<file path="config.mk">
export PLATFORM = sky130hd
export DESIGN_NAME = operand_fetch_flat
export DESIGN_NICKNAME = d
export VERILOG_FILES = /design/src/rtl/operand_fetch_if.sv /design/src/rtl/operand_fetch.sv /design/src/flat_wrapper.sv
export SDC_FILE = /design/constraint.sdc
export NUM_CORES = 1
export LEC_CHECK = 0
export BUFFER_PORTS_ARGS = -buffer_cell sky130_fd_sc_hd__buf_2
export CORE_AREA = 5 5 131 133
export DETAILED_ROUTE_END_ITERATION = 6
export DIE_AREA = 0 0 136 138
export GPL_TIMING_DRIVEN = 1
export PLACE_DENSITY = 0.95
export SYNTH_ARGS = -nofsm -noshare
export SYNTH_HDL_FRONTEND = slang
export SYNTH_SLANG_ARGS = --single-unit
</file>
<file path="constraint.sdc">
create_clock -name clk -period 3.65 [get_ports clk]
set_input_delay 0.1825 -clock clk [delete_from_list [all_inputs] [get_ports clk]]
set_output_delay 0.1825 -clock clk [all_outputs]
set_load 0.005 [all_outputs]
</file>
<file path="src/rtl/operand_fetch_if.sv">
// rtl/operand_fetch_if.sv - handshake and register-file bus bundle for operand_fetch
//   upstream:   in_valid, in_ready, in_rs1, in_rs2, in_payload
//   file read:  rf_read_a/b_address (out of block), rf_read_a/b_data (into block)
//   writeback:  wb_enable, wb_address, wb_data (snooped)
//   downstream: out_valid, out_ready, out_rs1_data, out_rs2_data, out_payload
//   modport slave is the operand_fetch side, modport master is its environment.
interface operand_fetch_if #(
    parameter int DATA_W    = 32,
    parameter int ADDR_W    = 5,
    parameter int PAYLOAD_W = 32
);
    logic                 in_valid;
    logic                 in_ready;
    logic [ADDR_W-1:0]    in_rs1;
    logic [ADDR_W-1:0]    in_rs2;
    logic [PAYLOAD_W-1:0] in_payload;
    logic [ADDR_W-1:0]    rf_read_a_address;
    logic [ADDR_W-1:0]    rf_read_b_address;
    logic [DATA_W-1:0]    rf_read_a_data;
    logic [DATA_W-1:0]    rf_read_b_data;
    logic                 wb_enable;
    logic [ADDR_W-1:0]    wb_address;
    logic [DATA_W-1:0]    wb_data;
    logic                 out_valid;
    logic                 out_ready;
    logic [DATA_W-1:0]    out_rs1_data;
    logic [DATA_W-1:0]    out_rs2_data;
    logic [PAYLOAD_W-1:0] out_payload;

    modport slave (
        input  in_valid, in_rs1, in_rs2, in_payload,
        output in_ready,
        output rf_read_a_address, rf_read_b_address,
        input  rf_read_a_data, rf_read_b_data,
        input  wb_enable, wb_address, wb_data,
        output out_valid, out_rs1_data, out_rs2_data, out_payload,
        input  out_ready
    );

    modport master (
        output in_valid, in_rs1, in_rs2, in_payload,
        input  in_ready,
        input  rf_read_a_address, rf_read_b_address,
        output rf_read_a_data, rf_read_b_data,
        output wb_enable, wb_address, wb_data,
        input  out_valid, out_rs1_data, out_rs2_data, out_payload,
        output out_ready
    );
endinterface

</file>
<file path="src/rtl/operand_fetch.sv">
// rtl/operand_fetch.sv - register-file read initiator presenting forwarded operands to execute
//   clk      : clock, all state on rising edge
//   reset_n  : asynchronous active-low reset
//   bus      : operand_fetch_if.slave (upstream accept, file read ports, writeback snoop,
//              downstream operand handshake)
module operand_fetch #(
    parameter int DATA_W    = 32,
    parameter int ADDR_W    = 5,
    parameter int PAYLOAD_W = 32
) (
    input  logic          clk,
    input  logic          reset_n,
    operand_fetch_if.slave bus
);
    localparam logic [1:0] ST_IDLE = 2'd0;
    localparam logic [1:0] ST_READ = 2'd1;
    localparam logic [1:0] ST_HOLD = 2'd2;

    logic [1:0]           state;
    logic [ADDR_W-1:0]    rs1_q, rs2_q;
    logic [PAYLOAD_W-1:0] payload_q;
    logic                 byp1_q, byp2_q;
    logic [DATA_W-1:0]    bypv1_q, bypv2_q;
    logic [DATA_W-1:0]    hold1_q, hold2_q;

    logic              accept;
    logic              acc_hit1, acc_hit2;
    logic              wb_hit1, wb_hit2;
    logic [DATA_W-1:0] base1, base2;
    logic [DATA_W-1:0] op1, op2;

    // File samples the address at the accept edge, so it simply follows the inputs.
    assign bus.rf_read_a_address = bus.in_rs1;
    assign bus.rf_read_b_address = bus.in_rs2;

    assign bus.out_valid = (state != ST_IDLE);
    assign bus.in_ready  = (state == ST_IDLE) || (bus.out_valid && bus.out_ready);
    assign accept        = bus.in_valid && bus.in_ready;

    // A write at the accept edge is invisible in the file's read data for that edge.
    assign acc_hit1 = bus.wb_enable && (bus.wb_address == bus.in_rs1) && (bus.in_rs1 != '0);
    assign acc_hit2 = bus.wb_enable && (bus.wb_address == bus.in_rs2) && (bus.in_rs2 != '0);

    assign wb_hit1 = bus.wb_enable && (bus.wb_address == rs1_q) && (rs1_q != '0);
    assign wb_hit2 = bus.wb_enable && (bus.wb_address == rs2_q) && (rs2_q != '0);

    always_comb begin
        base1 = '0;
        base2 = '0;
        if (state == ST_HOLD) begin
            base1 = hold1_q;
            base2 = hold2_q;
        end else if (state == ST_READ) begin
            base1 = byp1_q ? bypv1_q : bus.rf_read_a_data;
            base2 = byp2_q ? bypv2_q : bus.rf_read_b_data;
        end
    end

    // Index 0 is forced to zero regardless of what the file or writeback show.
    assign op1 = (rs1_q == '0) ? '0 : (wb_hit1 ? bus.wb_data : base1);
    assign op2 = (rs2_q == '0) ? '0 : (wb_hit2 ? bus.wb_data : base2);

    assign bus.out_rs1_data = bus.out_valid ? op1 : '0;
    assign bus.out_rs2_data = bus.out_valid ? op2 : '0;
    assign bus.out_payload  = payload_q;

    always_ff @(posedge clk or negedge reset_n) begin
        if (!reset_n) begin
            state     <= ST_IDLE;
            rs1_q     <= '0;
            rs2_q     <= '0;
            payload_q <= '0;
            byp1_q    <= 1'b0;
            byp2_q    <= 1'b0;
            bypv1_q   <= '0;
            bypv2_q   <= '0;
            hold1_q   <= '0;
            hold2_q   <= '0;
        end else begin
            if (accept) begin
                rs1_q     <= bus.in_rs1;
                rs2_q     <= bus.in_rs2;
                payload_q <= bus.in_payload;
                byp1_q    <= acc_hit1;
                byp2_q    <= acc_hit2;
                bypv1_q   <= bus.wb_data;
                bypv2_q   <= bus.wb_data;
            end
            // While stalled, the hold registers track the presented (forwarded) value,
            // so any write committed during the stall is retained.
            if (bus.out_valid && !bus.out_ready) begin
                hold1_q <= op1;
                hold2_q <= op2;
            end
            case (state)
                ST_IDLE: state <= accept ? ST_READ : ST_IDLE;
                ST_READ, ST_HOLD: begin
                    if (bus.out_ready) state <= accept ? ST_READ : ST_IDLE;
                    else               state <= ST_HOLD;
                end
                default: state <= ST_IDLE;
            endcase
        end
    end
endmodule

</file>
<file path="src/flat_wrapper.sv">
// flat-port wrapper written by rule: the top's interface ports become plain ports
module operand_fetch_flat 
#(
    parameter int DATA_W    = 32,
    parameter int ADDR_W    = 5,
    parameter int PAYLOAD_W = 32
)
  (clk, reset_n, bus_in_valid, bus_in_rs1, bus_in_rs2, bus_in_payload, bus_in_ready, bus_rf_read_a_address, bus_rf_read_b_address, bus_rf_read_a_data, bus_rf_read_b_data, bus_wb_enable, bus_wb_address, bus_wb_data, bus_out_valid, bus_out_rs1_data, bus_out_rs2_data, bus_out_payload, bus_out_ready);
  operand_fetch_if #(.DATA_W(DATA_W), .ADDR_W(ADDR_W), .PAYLOAD_W(PAYLOAD_W)) bus_i ();
  input  logic clk;
  input  logic reset_n;
  input wire logic [$bits(bus_i.in_valid)-1:0] bus_in_valid;
  input wire logic [$bits(bus_i.in_rs1)-1:0] bus_in_rs1;
  input wire logic [$bits(bus_i.in_rs2)-1:0] bus_in_rs2;
  input wire logic [$bits(bus_i.in_payload)-1:0] bus_in_payload;
  output wire logic [$bits(bus_i.in_ready)-1:0] bus_in_ready;
  output wire logic [$bits(bus_i.rf_read_a_address)-1:0] bus_rf_read_a_address;
  output wire logic [$bits(bus_i.rf_read_b_address)-1:0] bus_rf_read_b_address;
  input wire logic [$bits(bus_i.rf_read_a_data)-1:0] bus_rf_read_a_data;
  input wire logic [$bits(bus_i.rf_read_b_data)-1:0] bus_rf_read_b_data;
  input wire logic [$bits(bus_i.wb_enable)-1:0] bus_wb_enable;
  input wire logic [$bits(bus_i.wb_address)-1:0] bus_wb_address;
  input wire logic [$bits(bus_i.wb_data)-1:0] bus_wb_data;
  output wire logic [$bits(bus_i.out_valid)-1:0] bus_out_valid;
  output wire logic [$bits(bus_i.out_rs1_data)-1:0] bus_out_rs1_data;
  output wire logic [$bits(bus_i.out_rs2_data)-1:0] bus_out_rs2_data;
  output wire logic [$bits(bus_i.out_payload)-1:0] bus_out_payload;
  input wire logic [$bits(bus_i.out_ready)-1:0] bus_out_ready;
  assign bus_i.in_valid = bus_in_valid;
  assign bus_i.in_rs1 = bus_in_rs1;
  assign bus_i.in_rs2 = bus_in_rs2;
  assign bus_i.in_payload = bus_in_payload;
  assign bus_in_ready = bus_i.in_ready;
  assign bus_rf_read_a_address = bus_i.rf_read_a_address;
  assign bus_rf_read_b_address = bus_i.rf_read_b_address;
  assign bus_i.rf_read_a_data = bus_rf_read_a_data;
  assign bus_i.rf_read_b_data = bus_rf_read_b_data;
  assign bus_i.wb_enable = bus_wb_enable;
  assign bus_i.wb_address = bus_wb_address;
  assign bus_i.wb_data = bus_wb_data;
  assign bus_out_valid = bus_i.out_valid;
  assign bus_out_rs1_data = bus_i.out_rs1_data;
  assign bus_out_rs2_data = bus_i.out_rs2_data;
  assign bus_out_payload = bus_i.out_payload;
  assign bus_i.out_ready = bus_out_ready;
  operand_fetch #(.DATA_W(DATA_W), .ADDR_W(ADDR_W), .PAYLOAD_W(PAYLOAD_W)) u_core (.clk(clk), .reset_n(reset_n), .bus(bus_i));
endmodule
</file>
==> summary by stage <==
Die
The number of core rows is 46. The floorplan step set the die height to 138 um. The number of top-level pins is 256. The die covers 18800 um^2.

The die width is 136 um. The region available for standard cell placement spans 15700 um^2. The starting utilization of the core area is 53.8%.

Hold path
The kind of path behind the tightest hold check is input port to flip-flop. The startpoint identified for the worst hold timing path is bus_wb_data[22].

Synth
Multiplexer cells account for 18.4% of the synthesized area. The synthesis warning total is 0. The top flip-flop cell by instance count after synthesis is sky130_fd_sc_hd__dfrtp_1. Summing the sequential cell areas from Yosys gives 42.0% of the chip area.

Counting distinct cell types in the post-synthesis netlist gives 30. The portion of synthesized cell area occupied by the leading cell type is 42.0%. Of the total synthesized cell area, the portion taken by XOR and XNOR cells is 2.13%. The number of flip-flops and latches in the synthesized netlist is 142. By area the synthesized netlist is led by sky130_fd_sc_hd__dfrtp_1 42%, sky130_fd_sc_hd__mux2_2 18%, sky130_fd_sc_hd__a222oi_1 7.6%, sky130_fd_sc_hd__and3_1 4.7%, sky130_fd_sc_hd__nor3_1 4.1%. Summing the areas of all fa, ha and maj instances in the mapped netlist gives 0.592% of the synthesized area. The synthesized-area fraction occupied by and/or/nand/nor cells is 15.6%. sky130_fd_sc_hd__dfrtp_1 is the most common cell in the netlist. For this run, asynchronously set or reset flops after synthesis account for 100%.

Summing every instance area after synthesis gives 8460 um^2. The top cell type by total area after synthesis is sky130_fd_sc_hd__dfrtp_1. Counting every instance in the synthesized netlist gives 782. The post-synth net total is 934.

Each instance of the synthesized netlist takes up on average 10.8 um^2. By count the netlist is led by 142 x sky130_fd_sc_hd__dfrtp_1, 138 x sky130_fd_sc_hd__mux2_2, 70 x sky130_fd_sc_hd__nand2_1, 70 x sky130_fd_sc_hd__nor3_1. The number of enable-type register cells in the synthesized netlist is 0. Summing the areas of all compound-gate instances in the mapped netlist gives 15.3% of the synthesized area. The main combinational cell family by area after synthesis is multiplexers.

GRT
For met1 alone, demand over resource in global routing was 37.6%. Global routing used 51.7% of the available met2 tracks. Across every metal layer, demand over resource in global routing totals 31.1%. The via count of the first global-routing pass is 8558. The largest net degree at the start of global routing is 96. The first global-routing pass estimated 46.2 mm of wire. The met3 routing resource usage after global routing is 7.51%. The total overflow reported by the global router is 0. The initial antenna violation count is 2. In this run the most used layer during global routing was met2.

Setup path
The signal arrival time at the worst endpoint is 2.79 ns. Tracing the worst setup path back leads to its startpoint at u_core.rs1_q[3]$_DFFE_PN0P_. The capture point of the critical path is bus_out_rs1_data[3]. The worst register-to-register path begins at u_core.state[0]$_DFF_PN0_.

The sort of element at the end of the critical path is a primary output. The critical register-to-register path endpoint is u_core.bus.out_payload[0]$_DFFE_PN0P_. Counting cells, the worst reg-to-reg path comes to 7. The peak fanout along the critical path is 64. The required time of the critical path is 3.47 ns. The slack of the worst reg-to-reg path is 1.05 ns.

The element type at the critical path start is a flip-flop. The type of the worst setup path is flip-flop to primary output.

Detailed routing
The total iterations of the first detailed-routing run is 7. The count of nets left with antenna violations after detail routing is 0. The DRC violation count after routing is 71.

After detailed routing, the average wire length per cell comes to 23.6 um. In this run, the number of DRC markers left after iteration 0 of detailed routing was 1061. After detailed routing, the total wire length is 29.8 mm. The via-per-instance ratio is 6.47. The via total after detailed routing is 8158.

Timing
Dividing the final minimum period by the clock period gives 81.4%. Based on the critical path, the design can be clocked at up to 336 MHz. The worst path needs 2.97 ns of the cycle, external delays included.

Across the routed clock network, the largest skew measured is 0.0134 ns. The max-slew violation count is 0. The worst hold slack is 0.0182 ns. The slew at the pin with the worst max-slew slack is 0.962 ns. Setup violations remaining at the end of the flow were counted as 0. Setup repair after global routing left no endpoint under its margin.

For the final routed database, the setup TNS stands at 0 ns. The worst pin sits at a relative slew slack of 35.9%. The total count of hold-check failures in the final report is 0.

Clock network
After clock tree synthesis, the clock-pin slew on the worst setup and hold paths is 0.07 ns. TritonCTS built the clock tree. Counting every sink on the clock net gives 142. The clock tree synthesis step divided the H-tree into 4 levels. Clock tree synthesis selected as its root buffer the cell sky130_fd_sc_hd__clkbuf_16. Counting along the longest clock path gives a buffer depth of 2. The insertion delay to the later sink of the worst-skew pair is 0.43 ns. In this run, CTS created clock tree buffers numbering 17.

Final layout
The area used by multi-input combinational logic is 4460 um^2. The layout-stage area growth over the synthesis result is 27.8%. The share of cells above drive strength 1 is 46.8%. In the final layout, flip-flops and latches occupy 3560 um^2.

The total non-filler cell area in the finished layout is 10800 um^2. The number of nets at the end of the flow is 1181. The layout has 1113 filler cells.

Run status
The final reports fail on DRC. The flow ran to the end, but the final reports show violations.

Power
The clock share of power is 23.4%. The share of total power dissipated in combinational logic is 42.1%. Net switching is 41.6% of the power. The worst IR drop on VDD is 0.424 mV. The power dissipated by switching net loads is 3160 uW. For this design the ratio of total power to cell area is 702 nW/um^2. In this run the static leakage power is 0.00502 uW. The total chip power is 7590 uW. Per report_power, the sequential group accounts for 34.5% of the total. The internal power contribution is 4440 uW.

Placement
The final RePlAce weighted congestion is 0.801. The total placed instance area is 9760 um^2. Input and output buffers added on the ports amount to 255. The HPWL after detailed placement is 18.2 mm.

Flow run
The max-capacitance violation count is 0.
## repair_timing
item                      CTS  global route
hold endpoints to repair  136             0
buffers inserted            0             0
hold buffers               45             0
resized for setup           0             0
## cell usage in the layout (no fill, tap or decap), types with 28 or more instances in the layout
cell type and instances:
sky130_fd_sc_hd__buf_2 254, sky130_fd_sc_hd__dfrtp_1 140, sky130_fd_sc_hd__mux2_2 138, sky130_fd_sc_hd__nor3_1 70
sky130_fd_sc_hd__nand2_1 69, sky130_fd_sc_hd__a222oi_1 64, sky130_fd_sc_hd__and3_1 64, sky130_fd_sc_hd__dlygate4sd3_1 45
sky130_fd_sc_hd__o31ai_1 38, sky130_fd_sc_hd__nor2b_1 32, sky130_fd_sc_hd__o31ai_2 28
## how the worst min path moves through the flow
stage                                                   endpoint  slack [ns]  cells past startpoint
after floorplan            u_core.bus.out_payload[0]$_DFFE_PN0P_       -0.11                      0
after global placement             u_core.hold1_q[6]$_DFFE_PN0P_        0.33                      1
after detailed placement           u_core.bypv1_q[6]$_DFFE_PN0P_        0.34                      1
after CTS                         u_core.bypv1_q[27]$_DFFE_PN0P_       0.001                      2
after global routing      u_core.bus.out_payload[30]$_DFFE_PN0P_       0.001                      2
final                             u_core.bypv1_q[22]$_DFFE_PN0P_        0.02                      2
## cells by family (layout without fill, tap and decap cells)
kind of cell | count (synthesis) | in the layout
DFF | 142 | 142
buffers and inverters | 97 | 357
other | 0 | 2
and+or+nand+nor | 249 | 249
AOI/OAI and AO/OA | 134 | 134
xor gates and xnor gates | 18 | 18
adders and majority gates | 4 | 4
muxes | 138 | 138
## routing by layer
metal | part of all wire [%] | wire, um
met1 | 36 | 10800
met5 | 0 | 0
met3 | 10 | 3000
met2 | 50 | 14800
met4 | 4.0 | 1190
## state kept, by name, summed over array words and instances (netlist names)
| signal | cells |
|---|---|
| u_core.rs2_q | 5 |
| u_core.byp2_q | 1 |
| u_core.bus.out_payload | 32 |
| u_core.bypv1_q | 32 |
| u_core.state | 2 |
| u_core.rs1_q | 5 |
| u_core.hold2_q | 32 |
| u_core.byp1_q | 1 |
| u_core.hold1_q | 32 |
## power by group through the flow
stage,Combinational [uW],Clock (uW),Sequential [uW]
after floorplan,2050,0,2490
after global placement,2950,0,2550
after detailed placement,3060,0,2600
after CTS,3130,1790,2580
after global routing,3410,1870,2670
final,3200,1780,2620
## layout make-up
cell class	instances	area share [%]
clock inverters	15	1.56
inverters	4	0.139
flip-flops and latches	142	32.9
repair buffers	321	17.7
diodes	2	0.0463
well taps	216	2.50
multi-input cells	543	41.2
clock buffers	17	3.93
## metrics by stage
step / worst slack [ns] / utilization, % / cells
6_report: 0.678 / 68.8 / 1260
5_1_grt: 0.628 / 68.8 / 1260
4_1_cts: 0.788 / 68.8 / 1258
3_5_place_dp: 1.16 / 62.1 / 1181
3_3_place_gp: 1.24 / 62.1 / 1181
2_1_floorplan: 1.76 / - / 782
## worst max-delay path: stages, from the launching register on
cell,delay [ns]
sky130_fd_sc_hd__dfrtp_1,0.44
sky130_fd_sc_hd__xor2_2,0.22
sky130_fd_sc_hd__nor4_4,0.36
sky130_fd_sc_hd__buf_4,0.55
sky130_fd_sc_hd__a222oi_1,0.21
sky130_fd_sc_hd__nor3_1,0.33
sky130_fd_sc_hd__buf_2,0.18
Power figures use the tool's default switching activity.
